`config.mk`:
```
export PLATFORM = sky130hd
export DESIGN_NAME = pipe_regfile_flat
export DESIGN_NICKNAME = d
export VERILOG_FILES = /design/src/rtl/regfile_pkg.sv /design/src/rtl/pipe_regfile_if.sv /design/src/rtl/regfile_rd_port.sv /design/src/rtl/pipe_regfile.sv /design/src/flat_wrapper.sv
export SDC_FILE = /design/constraint.sdc
export NUM_CORES = 2
export LEC_CHECK = 0
export CAP_MARGIN = 20
export CORE_UTILIZATION = 45
export CTS_CLUSTER_DIAMETER = 60
export CTS_CLUSTER_SIZE = 8
export DETAILED_ROUTE_END_ITERATION = 10
export DONT_BUFFER_PORTS = 1
export PLACE_DENSITY = 0.59
export SYNTH_ARGS = -nofsm -noshare
export SYNTH_HDL_FRONTEND = slang
export SYNTH_HIERARCHICAL = 1
export SYNTH_SLANG_ARGS = --single-unit
```
`constraint.sdc`:
```
create_clock -name clk -period 53.1 [get_ports clk]
set_input_delay 15.93 -clock clk [delete_from_list [all_inputs] [get_ports clk]]
set_output_delay 15.93 -clock clk [all_outputs]
set_load 0.005 [all_outputs]
```
`src/rtl/regfile_pkg.sv`:
```
// rtl/regfile_pkg.sv - shared constants and helpers for the pipelined register file
package regfile_pkg;

    localparam int RF_ZERO_REG = 0;
    localparam int RF_SHOW_DW  = 32;

    function automatic int rf_aw(input int depth);
        return $clog2(depth);
    endfunction

endpackage

```
`src/rtl/pipe_regfile_if.sv`:
```
// rtl/pipe_regfile_if.sv - decode/writeback/debug bundle between the pipeline and the register file
interface pipe_regfile_if
    import regfile_pkg::*;
#(
    parameter int DW    = RF_SHOW_DW,
    parameter int DEPTH = 32,
    parameter int NRD   = 2
);
    localparam int AW = rf_aw(DEPTH);

    logic [NRD*AW-1:0] rd_addr;
    logic [NRD*DW-1:0] rd_data;
    logic [NRD-1:0]    rd_busy;
    logic              wr_en;
    logic [AW-1:0]     wr_addr;
    logic [DW-1:0]     wr_data;
    logic              iss_en;
    logic [AW-1:0]     iss_addr;
    logic [AW-1:0]     show_addr;
    logic [DW-1:0]     show_data;
    logic [DEPTH-1:0]  busy_vec;

    modport master (
        output rd_addr, wr_en, wr_addr, wr_data, iss_en, iss_addr, show_addr,
        input  rd_data, rd_busy, show_data, busy_vec
    );

    modport slave (
        input  rd_addr, wr_en, wr_addr, wr_data, iss_en, iss_addr, show_addr,
        output rd_data, rd_busy, show_data, busy_vec
    );

endinterface

```
`src/rtl/regfile_rd_port.sv`:
```
// rtl/regfile_rd_port.sv - one read port: zero register, then writeback bypass, then array
module regfile_rd_port
    import regfile_pkg::*;
#(
    parameter int DW = 32,
    parameter int AW = 5
) (
    input  logic [AW-1:0] i_addr,
    input  logic [DW-1:0] i_arr_data,
    input  logic          i_byp_en,
    input  logic [AW-1:0] i_byp_addr,
    input  logic [DW-1:0] i_byp_data,
    output logic [DW-1:0] o_data
);

    always_comb begin
        o_data = i_arr_data;
        if (i_addr == AW'(RF_ZERO_REG)) begin
            o_data = '0;
        end else if (i_byp_en && (i_byp_addr == i_addr)) begin
            o_data = i_byp_data;
        end
    end

endmodule

```
`src/rtl/pipe_regfile.sv`:
```
// rtl/pipe_regfile.sv - register file with bypass, hardwired zero register and RAW pending scoreboard
module pipe_regfile
    import regfile_pkg::*;
#(
    parameter int DW    = 32,
    parameter int DEPTH = 32,
    parameter int NRD   = 2
) (
    input  logic           clk,
    input  logic           rst,
    pipe_regfile_if.slave  bus
);
    localparam int AW = rf_aw(DEPTH);

    logic [DW-1:0]    r_mem [DEPTH];
    logic [DEPTH-1:0] r_pend;

    logic             w_byp_en;
    logic [AW-1:0]    w_addr      [NRD+1];
    logic [DW-1:0]    w_port_data [NRD+1];

    // Bypass is masked during reset so every output reads 0 regardless of wr_*.
    assign w_byp_en = bus.wr_en & ~rst;

    always_ff @(posedge clk or posedge rst) begin
        if (rst) begin
            for (int i = 0; i < DEPTH; i++) begin
                r_mem[i] <= '0;
            end
            r_pend <= '0;
        end else begin
            if (bus.wr_en && (bus.wr_addr != AW'(RF_ZERO_REG))) begin
                r_mem[bus.wr_addr] <= bus.wr_data;
            end
            // Issue wins over writeback: a new producer is outstanding.
            for (int r = 1; r < DEPTH; r++) begin
                if (bus.iss_en && (bus.iss_addr == AW'(r))) begin
                    r_pend[r] <= 1'b1;
                end else if (bus.wr_en && (bus.wr_addr == AW'(r))) begin
                    r_pend[r] <= 1'b0;
                end
            end
            r_pend[RF_ZERO_REG] <= 1'b0;
        end
    end

    genvar k;
    generate
        for (k = 0; k < NRD; k++) begin : g_addr
            assign w_addr[k] = bus.rd_addr[k*AW +: AW];
        end
        assign w_addr[NRD] = bus.show_addr;

        for (k = 0; k <= NRD; k++) begin : g_port
            regfile_rd_port #(
                .DW (DW),
                .AW (AW)
            ) u_port (
                .i_addr     (w_addr[k]),
                .i_arr_data (r_mem[w_addr[k]]),
                .i_byp_en   (w_byp_en),
                .i_byp_addr (bus.wr_addr),
                .i_byp_data (bus.wr_data),
                .o_data     (w_port_data[k])
            );
        end

        for (k = 0; k < NRD; k++) begin : g_out
            assign bus.rd_data[k*DW +: DW] = w_port_data[k];
            assign bus.rd_busy[k] = r_pend[w_addr[k]] &
                                    ~(bus.wr_en & (bus.wr_addr == w_addr[k]));
        end
    endgenerate

    assign bus.show_data = w_port_data[NRD];
    assign bus.busy_vec  = r_pend;

endmodule

```
`src/flat_wrapper.sv`:
```
// flat-port wrapper written by rule: the top's interface ports become plain ports
module pipe_regfile_flat import regfile_pkg::*;
#(
    parameter int DW    = 32,
    parameter int DEPTH = 32,
    parameter int NRD   = 2
)
  (clk, rst, bus_rd_addr, bus_wr_en, bus_wr_addr, bus_wr_data, bus_iss_en, bus_iss_addr, bus_show_addr, bus_rd_data, bus_rd_busy, bus_show_data, bus_busy_vec);
  pipe_regfile_if #(.DW(DW), .DEPTH(DEPTH), .NRD(NRD)) bus_i ();
  input  logic clk;
  input  logic rst;
  input wire logic [$bits(bus_i.rd_addr)-1:0] bus_rd_addr;
  input wire logic [$bits(bus_i.wr_en)-1:0] bus_wr_en;
  input wire logic [$bits(bus_i.wr_addr)-1:0] bus_wr_addr;
  input wire logic [$bits(bus_i.wr_data)-1:0] bus_wr_data;
  input wire logic [$bits(bus_i.iss_en)-1:0] bus_iss_en;
  input wire logic [$bits(bus_i.iss_addr)-1:0] bus_iss_addr;
  input wire logic [$bits(bus_i.show_addr)-1:0] bus_show_addr;
  output wire logic [$bits(bus_i.rd_data)-1:0] bus_rd_data;
  output wire logic [$bits(bus_i.rd_busy)-1:0] bus_rd_busy;
  output wire logic [$bits(bus_i.show_data)-1:0] bus_show_data;
  output wire logic [$bits(bus_i.busy_vec)-1:0] bus_busy_vec;
  assign bus_i.rd_addr = bus_rd_addr;
  assign bus_i.wr_en = bus_wr_en;
  assign bus_i.wr_addr = bus_wr_addr;
  assign bus_i.wr_data = bus_wr_data;
  assign bus_i.iss_en = bus_iss_en;
  assign bus_i.iss_addr = bus_iss_addr;
  assign bus_i.show_addr = bus_show_addr;
  assign bus_rd_data = bus_i.rd_data;
  assign bus_rd_busy = bus_i.rd_busy;
  assign bus_show_data = bus_i.show_data;
  assign bus_busy_vec = bus_i.busy_vec;
  pipe_regfile #(.DW(DW), .DEPTH(DEPTH), .NRD(NRD)) u_core (.clk(clk), .rst(rst), .bus(bus_i));
endmodule
```
==> metrics.md <==
| Metric | Value |
|---|---|
| Status | `finished, final reports clean` |
| Critical path data required time | `37.17 ns` |
| Area grow syn2layout | `7.28%` |
| WL final | `231,000 um` |
| GR Util All Layers | `32.5%` |
| CTS tree | `built` |
| Hold Crit Class | `reg -> reg` |
| Detailed router's first-iteration violation count | `5,067` |
| Design area | `68,700 um^2` |
| Width of the die | `379 um` |
| Vias in the first global route | `44,315` |
| CP startpoint | `bus_show_addr[1]` |
| Origin of the critical flop-to-flop path | `u_core/r_mem[687]$_DFFE_PP0P_` |
| Worst Tran Pin Value | `1.29 ns` |
| Skew final | `0 ns` |
| Placed instance count | `5,778` |
| Critical path fanouts, max | `258` |
| Area of the die | `144,000 um^2` |
| Initial Util | `45.3%` |
| Synth warn | `6` |
| Final Hold Fails | `0` |
| Layout cells sized above 1 | `50.9%` |
| Core area | `141,000 um^2` |
| Dpl cell area | `64,500 um^2` |
| EDFF count, synth | `0` |
| Pin count of the biggest net entering global routing | `271` |
| Number of placement rows | `138` |
| Port Buffers | `0` |
| RSZ-0062 raised after global routing | `no` |
| Tmin final | `34.65 ns` |
| Syn nets | `4,427` |
| Hold-fix buffers, CTS | `0` |
| Power per cell area | `36.7 nW/um^2` |
| Vias per inst | `7.35` |
| Drt drc | `0` |
| Max-Cap Viols | `0` |
| Worst-Skew Late Latency | `0.78 ns` |
| VDD IR max | `25.1 uV` |
| Final #Nets | `4,107` |
| Sw power | `0.000696 W` |
| CTS Buf Count | `153` |
| Top_reg_cell synth | `dfrtp_1` |
| Reg power frac | `43.8%` |
| Setup violations, final | `0` |
| HPWL after DPL | `120,000 um` |
| Clk buf depth | `3` |
| DR pass1 iterations | `8` |
| Peak Freq | `28.9 MHz` |
| Root buffer cell | `clkbuf_16` |
| Util after Layout | `48.6%` |
| WL/cell | `38.7 um` |
| GRT overflow | `0` |
| Post-Syn Area | `64,000 um^2` |
| Slew HR | `14.3%` |
| Ys async rst share | `100%` |
| Worst hold slack | `0.410 ns` |
| Setup TNS Final | `0 ns` |
| Post_cts resized | `0` |
| WP data arrival | `18.72 ns` |
| Worst Setup Start Kind | `input port` |
| First-pass GRT wire length | `330,000 um` |
| Cells after Synth | `4,366` |
| RD Place Congestion | `0.848` |
| Gate power share | `21.1%` |
| Register area share after synthesis | `41.2%` |
| Post-Syn Area per Cell | `14.7 um^2` |
| Setup crit end kind | `primary output` |
| Crit Path Class | `in -> out` |
| H-tree level count | `4` |
| Clock power frac | `35.2%` |
| Period utilization | `65.2%` |
| Via count | `43,878` |
| Die H | `379 um` |
| Yosys reg bits | `1,055` |
| Synth cell types | `52` |
| CTS clock-pin slew for the worst setup and hold paths | `0.05 ns` |
| HP Start | `u_core/r_mem[1006]$_DFFE_PP0P_` |
| Max Slew Vio Count | `0` |
| Boundary pin count | `191` |
| Setup Fix Bufs, Post-CTS | `0` |
| Layout Cells excl Fill | `5,972` |
| Initial antenna violation count | `3` |
| Pint | `0.00183 W` |
| Antenna viol nets, final | `0` |
| Pleak | `28.0 nW` |
| CTS sink count | `1,055` |
| Switching share of power | `27.6%` |
[metrics by stage]
step	total power, W	worst slack [ns]
after global placement	0.00162	18.58
after global routing	0.00262	18.56
after floorplan	0.00154	7.47
after CTS	0.00252	18.67
final	0.00252	18.45
after detailed placement	0.00163	18.60
[power groups by stage]
stage,logic (W),registers (W),clock network (W)
finish,0.000532,0.00110,0.000887
floorplan,0.000469,0.00107,0
CTS,0.000526,0.00110,0.000897
global route,0.000557,0.00113,0.000931
global placement,0.000518,0.00110,0
detailed placement,0.000525,0.00111,0
[registers in the layout, summed over array words and instances, names as in the netlist]
| name | cells |
|---|---|
| u_core/bus.busy_vec | 31 |
| u_core/r_mem | 1024 |
[synthesized netlist by cell type, types with 8 or more instances]
library cell  instances  area share (%)
mux4_2              780              27
mux2_4               29            0.68
dfrtp_1            1055              41
a22o_1                8            0.11
nand2_1             123            0.72
nand3_1               9           0.070
nor2_1               23            0.13
clkbuf_1            248             1.5
nand4_1              97            0.95
o21ai_0              91            0.71
o21ai_1              31            0.24
buf_1                11           0.064
buf_6                12            0.21
buf_2               156             1.2
buf_4               123             1.4
o22ai_1             386             3.8
xor2_1               20            0.27
nand3b_1             11            0.13
mux2_2              950              17
mux2i_1               8            0.13
nor4_1               98            0.96
mux2_1               17            0.30
[layer usage]
layer / up-vias / GRT usage [%] / wire length (um)
met1: 23698 / 42.6 / 87900
met5: - / 0 / 0
met4: 0 / 15.9 / 12500
met2: 2569 / 51.0 / 109000
met3: 672 / 7.44 / 21800
li1: 16939 / - / -
[worst max-delay path: stages]
cell	delay [ns]
xor2_1	0.31
nor4_4	0.33
buf_4	0.52
and2_2	0.43
buf_4	0.60
o21ai_1	0.35
[cells in the final DEF (no fill, tap or decap), types with 10 or more instances in the layout]
cell       Yosys  layout
xor2_1        20      20
nand3b_1      11      11
o22ai_1      386     386
nor2_1        23      11
nand2_4        0      14
mux2_2       950     950
buf_4        123      68
mux2_4        29      29
o21ai_0       91      91
nor2_4         0      12
o21ai_1       31      31
nand4_1       97      97
clkbuf_1     248      10
mux2_1        17      17
dfrtp_1     1055    1055
clkbuf_16      0     156
nor4_1        98      98
nand2_1      123     109
mux4_2       780     780
[kinds of logic after synthesis]
family / share of synthesized area, %
compound gates: 5.04
flops: 41.2
buf+inv: 4.43
simple gates: 3.72
other cells: 0.00586
xor+xnor: 0.342
mux: 45.2
[cell type report]
cell class	count	area (um^2)
clock inverters	14	129
fillers	11963	72700
diodes	8	20.0
clock buffers	169	3980
multi-input cells	2755	35100
well taps	1890	2360
flip-flops and latches	1055	26400
repair buffers	75	651
inverters	6	30.0
[worst paths after layout]
check                                                      end  slack, ns  cells past startpoint
max reg2reg                      u_core/r_mem[687]$_DFFE_PP0P_      52.27                      1
min reg2reg                     u_core/r_mem[1006]$_DFFE_PP0P_       0.41                      0
min                             u_core/r_mem[1006]$_DFFE_PP0P_       0.41                      0
min in group asynchronous  u_core/bus.busy_vec[15]$_DFFE_PP0P_      15.18                      1
max in group asynchronous        u_core/r_mem[653]$_DFFE_PP0P_      34.54                      4
max                                           bus_show_data[6]      18.45                      6
No activity file was read; power rests on OpenSTA's default activity.
